==> config.mk <==
export PLATFORM = sky130hd
export DESIGN_NAME = calc_menu_ctrl
export DESIGN_NICKNAME = d
export VERILOG_FILES = /design/src/rtl/calc_menu_pkg.sv /design/src/rtl/calc_menu_ctrl_wait_timer.sv /design/src/rtl/calc_menu_ctrl.sv
export SDC_FILE = /design/constraint.sdc
export NUM_CORES = 1
export LEC_CHECK = 0
export ABC_AREA = 1
export BUFFER_PORTS_ARGS = -buffer_cell sky130_fd_sc_hd__buf_4
export CORE_ASPECT_RATIO = 1.1
export CORE_MARGIN = 2
export CORE_UTILIZATION = 35
export DETAILED_ROUTE_END_ITERATION = 7
export PLACE_DENSITY = 0.53
export SETUP_SLACK_MARGIN = 0.05
export SYNTH_ARGS = -nofsm -noshare
export SYNTH_HDL_FRONTEND = slang
export SYNTH_SLANG_ARGS = --single-unit
export TNS_END_PERCENT = 20
==> constraint.sdc <==
create_clock -name clk -period 1.85 [get_ports clk]
set_input_delay 0.185 -clock clk [delete_from_list [all_inputs] [get_ports clk]]
set_output_delay 0.185 -clock clk [all_outputs]
set_load 0.05 [all_outputs]
==> src/rtl/calc_menu_pkg.sv <==
// Shared encodings for the calculator menu sequencer.
// Pure declarations, no latency.
// No flow control here.
package calc_menu_pkg;

  // FSM state encodings (also driven out as state_code for the display)
  typedef enum logic [2:0] {
    ST_IDLE   = 3'd0,
    ST_SELECT = 3'd1,
    ST_LOAD_A = 3'd2,
    ST_LOAD_B = 3'd3,
    ST_ISSUE  = 3'd4,
    ST_WAIT   = 3'd5,
    ST_SHOW   = 3'd6,
    ST_ERROR  = 3'd7
  } state_t;

  // Button bit positions in the btn pulse vector
  localparam int BTN_CONFIRM = 0;
  localparam int BTN_BACK    = 1;
  localparam int BTN_NEXT    = 2;
  localparam int BTN_PREV    = 3;

  // Operation codes carried on cmd_mode
  localparam logic [1:0] MODE_ADD = 2'd0;
  localparam logic [1:0] MODE_SUB = 2'd1;
  localparam logic [1:0] MODE_MUL = 2'd2;
  localparam logic [1:0] MODE_NEG = 2'd3;

  // The single button action that wins in a cycle
  typedef enum logic [2:0] {
    ACT_NONE,
    ACT_BACK,
    ACT_CONFIRM,
    ACT_NEXT,
    ACT_PREV
  } btn_act_t;

  // Simultaneous pulses resolve as BACK > CONFIRM > NEXT > PREV
  function automatic btn_act_t resolve_btn(input logic [3:0] btn);
    btn_act_t act;
    act = ACT_NONE;
    if (btn[BTN_BACK])         act = ACT_BACK;
    else if (btn[BTN_CONFIRM]) act = ACT_CONFIRM;
    else if (btn[BTN_NEXT])    act = ACT_NEXT;
    else if (btn[BTN_PREV])    act = ACT_PREV;
    return act;
  endfunction

endpackage

==> src/rtl/calc_menu_ctrl_wait_timer.sv <==
// Response timeout counter: clears to zero, counts while enabled, flags the last cycle.
// expired is combinational from the registered count (same cycle as count reaches TIMEOUT_CYC-1).
// No handshake; the counter parks at the terminal value until cleared.
module wait_timer #(
  parameter int TIMEOUT_CYC = 50_000,
  parameter int TMR_W       = 20
) (
  input  logic clk,
  input  logic rst_n,
  input  logic clear,
  input  logic en,
  output logic expired
);

  localparam logic [TMR_W-1:0] LAST = TMR_W'(TIMEOUT_CYC - 1);

  logic [TMR_W-1:0] count;

  assign expired = (count == LAST);

  // Count up while enabled; holding at LAST keeps expired stable if the owner lingers
  always_ff @(posedge clk or negedge rst_n) begin
    if (!rst_n) begin
      count <= '0;
    end else if (clear) begin
      count <= '0;
    end else if (en && !expired) begin
      count <= count + 1'b1;
    end
  end

endmodule

==> src/rtl/calc_menu_ctrl.sv <==
// Menu/command sequencer: button-driven mode and operand entry, one command per transaction.
// Button effects visible one cycle after the pulse edge; result/SHOW one cycle after rsp_valid.
// cmd_valid holds with stable payload until cmd_ready; response wait bounded by TIMEOUT_CYC.
module calc_menu_ctrl
  import calc_menu_pkg::*;
#(
  parameter int TIMEOUT_CYC = 50_000,
  parameter int TMR_W       = 20
) (
  input  logic        clk,
  input  logic        rst_n,
  input  logic [3:0]  btn,
  input  logic [7:0]  sw,
  output logic        cmd_valid,
  input  logic        cmd_ready,
  output logic [1:0]  cmd_mode,
  output logic [7:0]  cmd_a,
  output logic [7:0]  cmd_b,
  input  logic        rsp_valid,
  input  logic [15:0] rsp_data,
  output logic [15:0] result,
  output logic [1:0]  mode_sel,
  output logic [2:0]  state_code,
  output logic        error
);

  state_t   state;
  btn_act_t act;
  logic     tmr_expired;

  assign act        = resolve_btn(btn);
  assign state_code = state;

  // Timer is held at zero outside WAIT, so it starts from zero on every WAIT entry
  wait_timer #(
    .TIMEOUT_CYC (TIMEOUT_CYC),
    .TMR_W       (TMR_W)
  ) u_wait_timer (
    .clk     (clk),
    .rst_n   (rst_n),
    .clear   (state != ST_WAIT),
    .en      (state == ST_WAIT),
    .expired (tmr_expired)
  );

  // Menu FSM with registered command, result and status outputs
  always_ff @(posedge clk or negedge rst_n) begin
    if (!rst_n) begin
      state     <= ST_IDLE;
      mode_sel  <= 2'd0;
      cmd_mode  <= MODE_ADD;
      cmd_a     <= 8'd0;
      cmd_b     <= 8'd0;
      cmd_valid <= 1'b0;
      result    <= 16'd0;
      error     <= 1'b0;
    end else begin
      case (state)
        ST_IDLE: begin
          if (act == ACT_CONFIRM) state <= ST_SELECT;
        end
        ST_SELECT: begin
          case (act)
            ACT_BACK:    state <= ST_IDLE;
            ACT_CONFIRM: begin
              cmd_mode <= mode_sel;
              state    <= ST_LOAD_A;
            end
            ACT_NEXT:    mode_sel <= mode_sel + 2'd1;
            ACT_PREV:    mode_sel <= mode_sel - 2'd1;
            default:     ;
          endcase
        end
        ST_LOAD_A: begin
          if (act == ACT_BACK) begin
            state <= ST_SELECT;
          end else if (act == ACT_CONFIRM) begin
            cmd_a <= sw;
            // Unary op: no second operand, go straight to issue
            if (cmd_mode == MODE_NEG) begin
              cmd_b     <= 8'd0;
              cmd_valid <= 1'b1;
              state     <= ST_ISSUE;
            end else begin
              state <= ST_LOAD_B;
            end
          end
        end
        ST_LOAD_B: begin
          if (act == ACT_BACK) begin
            state <= ST_LOAD_A;
          end else if (act == ACT_CONFIRM) begin
            cmd_b     <= sw;
            cmd_valid <= 1'b1;
            state     <= ST_ISSUE;
          end
        end
        ST_ISSUE: begin
          // Buttons ignored; valid only drops on a completed transfer
          if (cmd_valid && cmd_ready) begin
            cmd_valid <= 1'b0;
            state     <= ST_WAIT;
          end
        end
        ST_WAIT: begin
          // A response in the timeout cycle still counts
          if (rsp_valid) begin
            result <= rsp_data;
            state  <= ST_SHOW;
          end else if (tmr_expired) begin
            error <= 1'b1;
            state <= ST_ERROR;
          end
        end
        ST_SHOW: begin
          if (act == ACT_BACK)         state <= ST_IDLE;
          else if (act == ACT_CONFIRM) state <= ST_SELECT;
        end
        ST_ERROR: begin
          if (act == ACT_BACK || act == ACT_CONFIRM) begin
            error <= 1'b0;
            state <= ST_SELECT;
          end
        end
        default: state <= ST_IDLE;
      endcase
    end
  end

endmodule

Word level (Yosys, flattened, before mapping) --
Cells that the tools add are included. Widths: inputs -> output; s select.
Operators by class: bitwise logic cells 1, reduce and logical (&&, ||, !) cells 18, muxes and demuxes 37, equal/unequal tests 27, add/subtract/negate cells 3
Operator list (count):
- $mux 3 | 15
- $mux 20 | 2
- $mux 8 | 5
- $pmux 3 s8 | 1
- $add 20x1->20 const B | 1
- $eq 20x16->1 const B | 1
- $ne 2x2->1 const B | 9
- $pmux 8 s2 | 1
- $eq 3x3->1 const B | 5
- $ne 3x3->1 const B | 5
- $eq 3x2->1 const B | 4
- $reduce_and 6->1 | 2
- $mux 1 | 9
- $reduce_bool 2->1 | 4
- $reduce_and 7->1 | 1
- $eq 3x1->1 const B | 2
- $pmux 3 s2 | 1
- $reduce_and 2->1 | 3
- $pmux 2 s2 | 1
- $reduce_and 4->1 | 1
- $logic_not 3->1 | 1
- $pmux 1 s3 | 1
- $reduce_and 3->1 | 1
- $reduce_bool 3->1 | 1
- 8 further kinds | 9
Storage, ports and cells: output and inout bits 41, input bits 32, logic and storage cells 95, register bits 61

Longest topological paths before layout --
word-level depth 8, depth in mapped cells 9

By module --
From an unflattened synthesis, not the netlist that was laid out.
Unflattened totals: cells, all modules 453, area, all modules 3522.1 um^2
Modules (own cells, without submodules):
- calc_menu_ctrl | cells each 245, instances 1, seq. area each 1026.0 um^2, area an instance 2088.3 um^2
- wait_timer | cells each 208, instances 1, seq. area each 500.5 um^2, area an instance 1433.9 um^2

Worst setup path after synthesis --
Ideal clock, no wire load.
path kind register -> register, from reg state[1], in the netlist state_code[1], to reg result[10], clock period less this slack 1.815 ns, cell stages (with the launch flop) 8, arrival time 1.690 ns, data required time 1.725 ns, library setup time 0.125 ns, path slack 0.035 ns, path through dfrtp_1 buf_2 nor2_4 nand2_4 clkinv_4 nand2_4 buf_6 mux2_4
On the way: longest elaborated chain between the ends 2
RTL lines:
- start: declaration | line calc_menu_ctrl.sv:27 | state_t state;
- start signal: assignment | line calc_menu_ctrl.sv:49 | state <= ST_IDLE;
- start signal: assignment | line calc_menu_ctrl.sv:60 | if (act == ACT_CONFIRM) state <= ST_SELECT;
- start signal: assignment | line calc_menu_ctrl.sv:64 | ACT_BACK: state <= ST_IDLE;
- $eq 3x3->1 | line calc_menu_ctrl.sv:58 | case (state)
- $reduce_and 2->1 (no source line)
- end signal: assignment | line calc_menu_ctrl.sv:108 | result <= rsp_data;
- end: declaration | line calc_menu_ctrl.sv:21 | output logic [15:0] result,
No other way between the ends. A chain may end at the register's enable or synchronous reset.

Worst setup path in the final report --
from reg state[2], in the netlist state_code[2], to reg cmd_valid
On the way: longest elaborated chain between the ends 3, elaborated cells between the ends (all ways) 12, classes of those cells eq/ne: 9; mux: 1; reduce/logical: 2
RTL lines:
- $eq 3x3->1 or $eq 3x2->1 (tied branches) | line calc_menu_ctrl.sv:58
- $ne 2x2->1 (no source line) or $reduce_bool 3->1 (tied branches)
- $reduce_and 7->1 (no source line)
- end signal: assignment | line calc_menu_ctrl.sv:54 | cmd_valid <= 1'b0;
- end signal: assignment | line calc_menu_ctrl.sv:82 | cmd_valid <= 1'b1;
- end signal: assignment | line calc_menu_ctrl.sv:94 | cmd_valid <= 1'b1;
- end: declaration | line calc_menu_ctrl.sv:14 | output logic cmd_valid,
Several ways; a longest one is shown, not always the timed one.

==> flow_metrics.env <==
export IMPL_status="complete, no violations"
export IMPL_rows=35
export IMPL_synthArstFlopShare_pct=100
export IMPL_avgRoutedWirePerCell_um=13.3
export IMPL_rsz0062_at_grt="false"
export IMPL_hold_violations=0
export IMPL_drtPass1Iterations=4
export IMPL_hold_class="in -> reg"
export IMPL_synth_edf_count=0
export IMPL_start_kind="register"
export IMPL_diodes=0
export IMPL_grt_pass1_wl_um=12100
export IMPL_drtIter0Drc=127
export IMPL_grt_total_usage_pct=16.4
export IMPL_max_freq_mhz=636
export IMPL_ys_seq_area_share_pct=50.4
export IMPL_final_core_util_pct=47.5
export IMPL_r2r_end="cmd_valid$_DFFE_PN0P_"
export IMPL_vias=2585
export IMPL_worstHoldStart="rsp_data[3]"
export IMPL_fin_crit_sh_pct=85.0
export IMPL_path_clk_slew_ns=0.07
export IMPL_holdPathStages=2
export IMPL_fp_dieH_um=102
export IMPL_cp_arrival_ns=1.80
export IMPL_worstSetupEndpointType="register"
export IMPL_regToRegSetupSlack_ns=0.28
export IMPL_dpl_worst_slack_ns=0.164
export IMPL_finClkSkew_ns=0.00688
export IMPL_hpwl_um=5170
export IMPL_synth_seq_cells=61
export IMPL_clock_latency_ns=0.34
export IMPL_coreArea_um2=8410
export IMPL_worstPathMaxFanout=11
export IMPL_rr_worst_depth=7
export IMPL_gr_total_overflow=0
export IMPL_finalSetupViolations=0
export IMPL_die_area_um2=9420
export IMPL_grt_max_degree=46
export IMPL_grt_pass1_vias=2568
export IMPL_drive_gt1_share_pct=30.0
export IMPL_synth_ff_type="dfrtp_1"
export IMPL_h_tree_depth=3
export IMPL_wl_um=7220
export IMPL_viasPerCell=4.75
export IMPL_synthCells=343
export IMPL_yosys_warnings=0
export IMPL_synthToLayoutAreaGrowth_pct=31.7
export IMPL_netlist_area_leader_share_pct=50.4
export IMPL_place_area_um2=3730
export IMPL_stdcell_area_um2=3990
export IMPL_power_density_nw_per_um2=1550
export IMPL_clockBufferDepth=2
export IMPL_finalNetCount=461
export IMPL_setup_slack_ns=0.278
export IMPL_io_pins=73
export IMPL_slew_headroom_pct=71.4
export IMPL_drcViolationCount=0
export IMPL_tns_ns=0
export IMPL_die_x_um=92.7
export IMPL_synth_area_top_cells="dfrtp_1 (50%), nand2_1 (9.7%), nand3_1 (6.4%)"
export IMPL_ys_types=30
export IMPL_post_cts_buffers=0
export IMPL_synth_area_per_cell_um2=8.84
export IMPL_timing_final_max_slew_violations=0
export IMPL_r2r_start="state_code[2]$_DFFE_PN0P_"
export IMPL_netlist_top_cell_by_area="dfrtp_1"
export IMPL_syn_area_um2=3030
export IMPL_layout_min_cycle_time_ns=1.57
export IMPL_syn_num_nets=376
export IMPL_start_util_pct=36.1
export IMPL_critPathRequiredTime_ns=2.08
export IMPL_worst_slew_pin_slew_ns=0.427
export IMPL_tritoncts="done"
export IMPL_portBuffers=72
export IMPL_maxCapViolations=0
export IMPL_cts_root_buf="clkbuf_8"
export IMPL_grt_antenna_before_repair=0
export IMPL_hold_end="result[3]$_DFFE_PN0P_"
export IMPL_cts_sinks=61
export IMPL_peakVddDrop_v=0.000814
export IMPL_ant_nets=0
export IMPL_place_congestion=0.830
export IMPL_cts_buffers=9
export IMPL_p_leak_nw=2.02
export IMPL_path_class="reg -> reg"
[kinds of logic after synthesis]
family	synth area share [%]
AO/OA/AOI/OAI	6.31
XOR/XNOR	0.867
adder cells (fa/ha/maj)	0.413
buffers and inverters	5.08
flip-flops	50.4
multiplexers	10.2
AND/OR/NAND/NOR	26.8
[how the worst max path moves through the flow]
stage	start	endpoint	slack (ns)
floorplan	state_code[0]$_DFFE_PN0P_	result[10]$_DFFE_PN0P_	0.09
global placement	state_code[2]$_DFFE_PN0P_	cmd_valid$_DFFE_PN0P_	0.23
detailed placement	state_code[2]$_DFFE_PN0P_	cmd_valid$_DFFE_PN0P_	0.16
CTS	state_code[2]$_DFFE_PN0P_	cmd_valid$_DFFE_PN0P_	0.18
global route	u_wait_timer.count[0]$_DFFE_PN0P_	u_wait_timer.count[14]$_DFFE_PN0P_	0.07
finish	state_code[2]$_DFFE_PN0P_	cmd_valid$_DFFE_PN0P_	0.28
[synth_stat cells, types with 2 or more instances]
cell type,instances
a21oi_1,11
mux2_4,10
xor2_1,2
nor2_4,3
nand2_1,78
nand4_1,7
nand2_4,2
nor2_1,39
nor3_1,4
dfrtp_1,61
inv_1,30
o21ai_0,23
mux2_2,14
nor2_2,4
buf_2,2
nand3_1,39
[registers in the layout (all words and copies together), names as in the netlist]
signal and flops:
cmd_valid 1, u_wait_timer.count 20, error 1, state_code 3, cmd_mode 2, cmd_b 8
cmd_a 8, result 16, mode_sel 2
[cell usage in the layout (no fill, tap or decap), types with 2 or more instances in the layout]
| cell type | instances |
|---|---|
| nand2_4 | 2 |
| a21oi_1 | 11 |
| nor2_2 | 4 |
| o21ai_0 | 23 |
| clkbuf_1 | 2 |
| dfrtp_2 | 2 |
| nor2_1 | 38 |
| clkbuf_8 | 10 |
| nor3_1 | 4 |
| mux2_2 | 14 |
| xor2_1 | 2 |
| bufinv_16 | 3 |
| mux2_4 | 10 |
| inv_1 | 30 |
| nor2_4 | 4 |
| dfrtp_1 | 59 |
| nand4_1 | 7 |
| nand2_1 | 78 |
| buf_4 | 76 |
| nand3_1 | 39 |
[critical path, cell delays in order, from the launching register on]
cell and delay, ns:
dfrtp_2 0.51, inv_1 0.14, nand3_1 0.14, nor2_4 0.23, nor2_2 0.12, or2_0 0.21, o21ai_0 0.07, inv_1 0.05
[metrics by stage]
stage	power, mW	hold slack (ns)	instances
final	6.19	0.0652	544
after global routing	6.49	0.0507	544
after CTS	6.25	0.0497	544
after detailed placement	4.74	0.0801	527
after global placement	4.74	0.0739	527
after floorplan	3.89	-0.111	343
[final cells by class]
| type | instances | area (um^2) |
|---|---|---|
| fill | 824 | 4420 |
| clock buffer | 12 | 145 |
| sequential | 61 | 1530 |
| clock inverter | 4 | 95.1 |
| multi-input combinational | 246 | 1360 |
| inverter | 32 | 125 |
| tap | 111 | 139 |
| timing repair buffer | 78 | 601 |
[repair_timing]
action / CTS / global route
gates resized for setup: 0 / 4
setup endpoints to repair: 0 / 6
endpoints found under the hold margin: 16 / 0
hold buffers: 1 / 0
[power breakdown]
group,internal (mW),leakage [nW],switching [mW],total (mW)
clock network,0.932,0.121,0.539,1.47
logic,0.916,1.10,1.84,2.75
registers,1.69,0.799,0.270,1.96
total,3.54,2.02,2.65,6.19
[per-layer routing]
metal,GRT usage (%),up-vias,part of all wire (%)
met3,5.88,8,5.3
li1,-,1300,-
met4,5.66,0,1.3
met1,22.2,1221,49
met2,24.4,56,45
met5,0,-,0
Power figures use the tool's default switching activity.
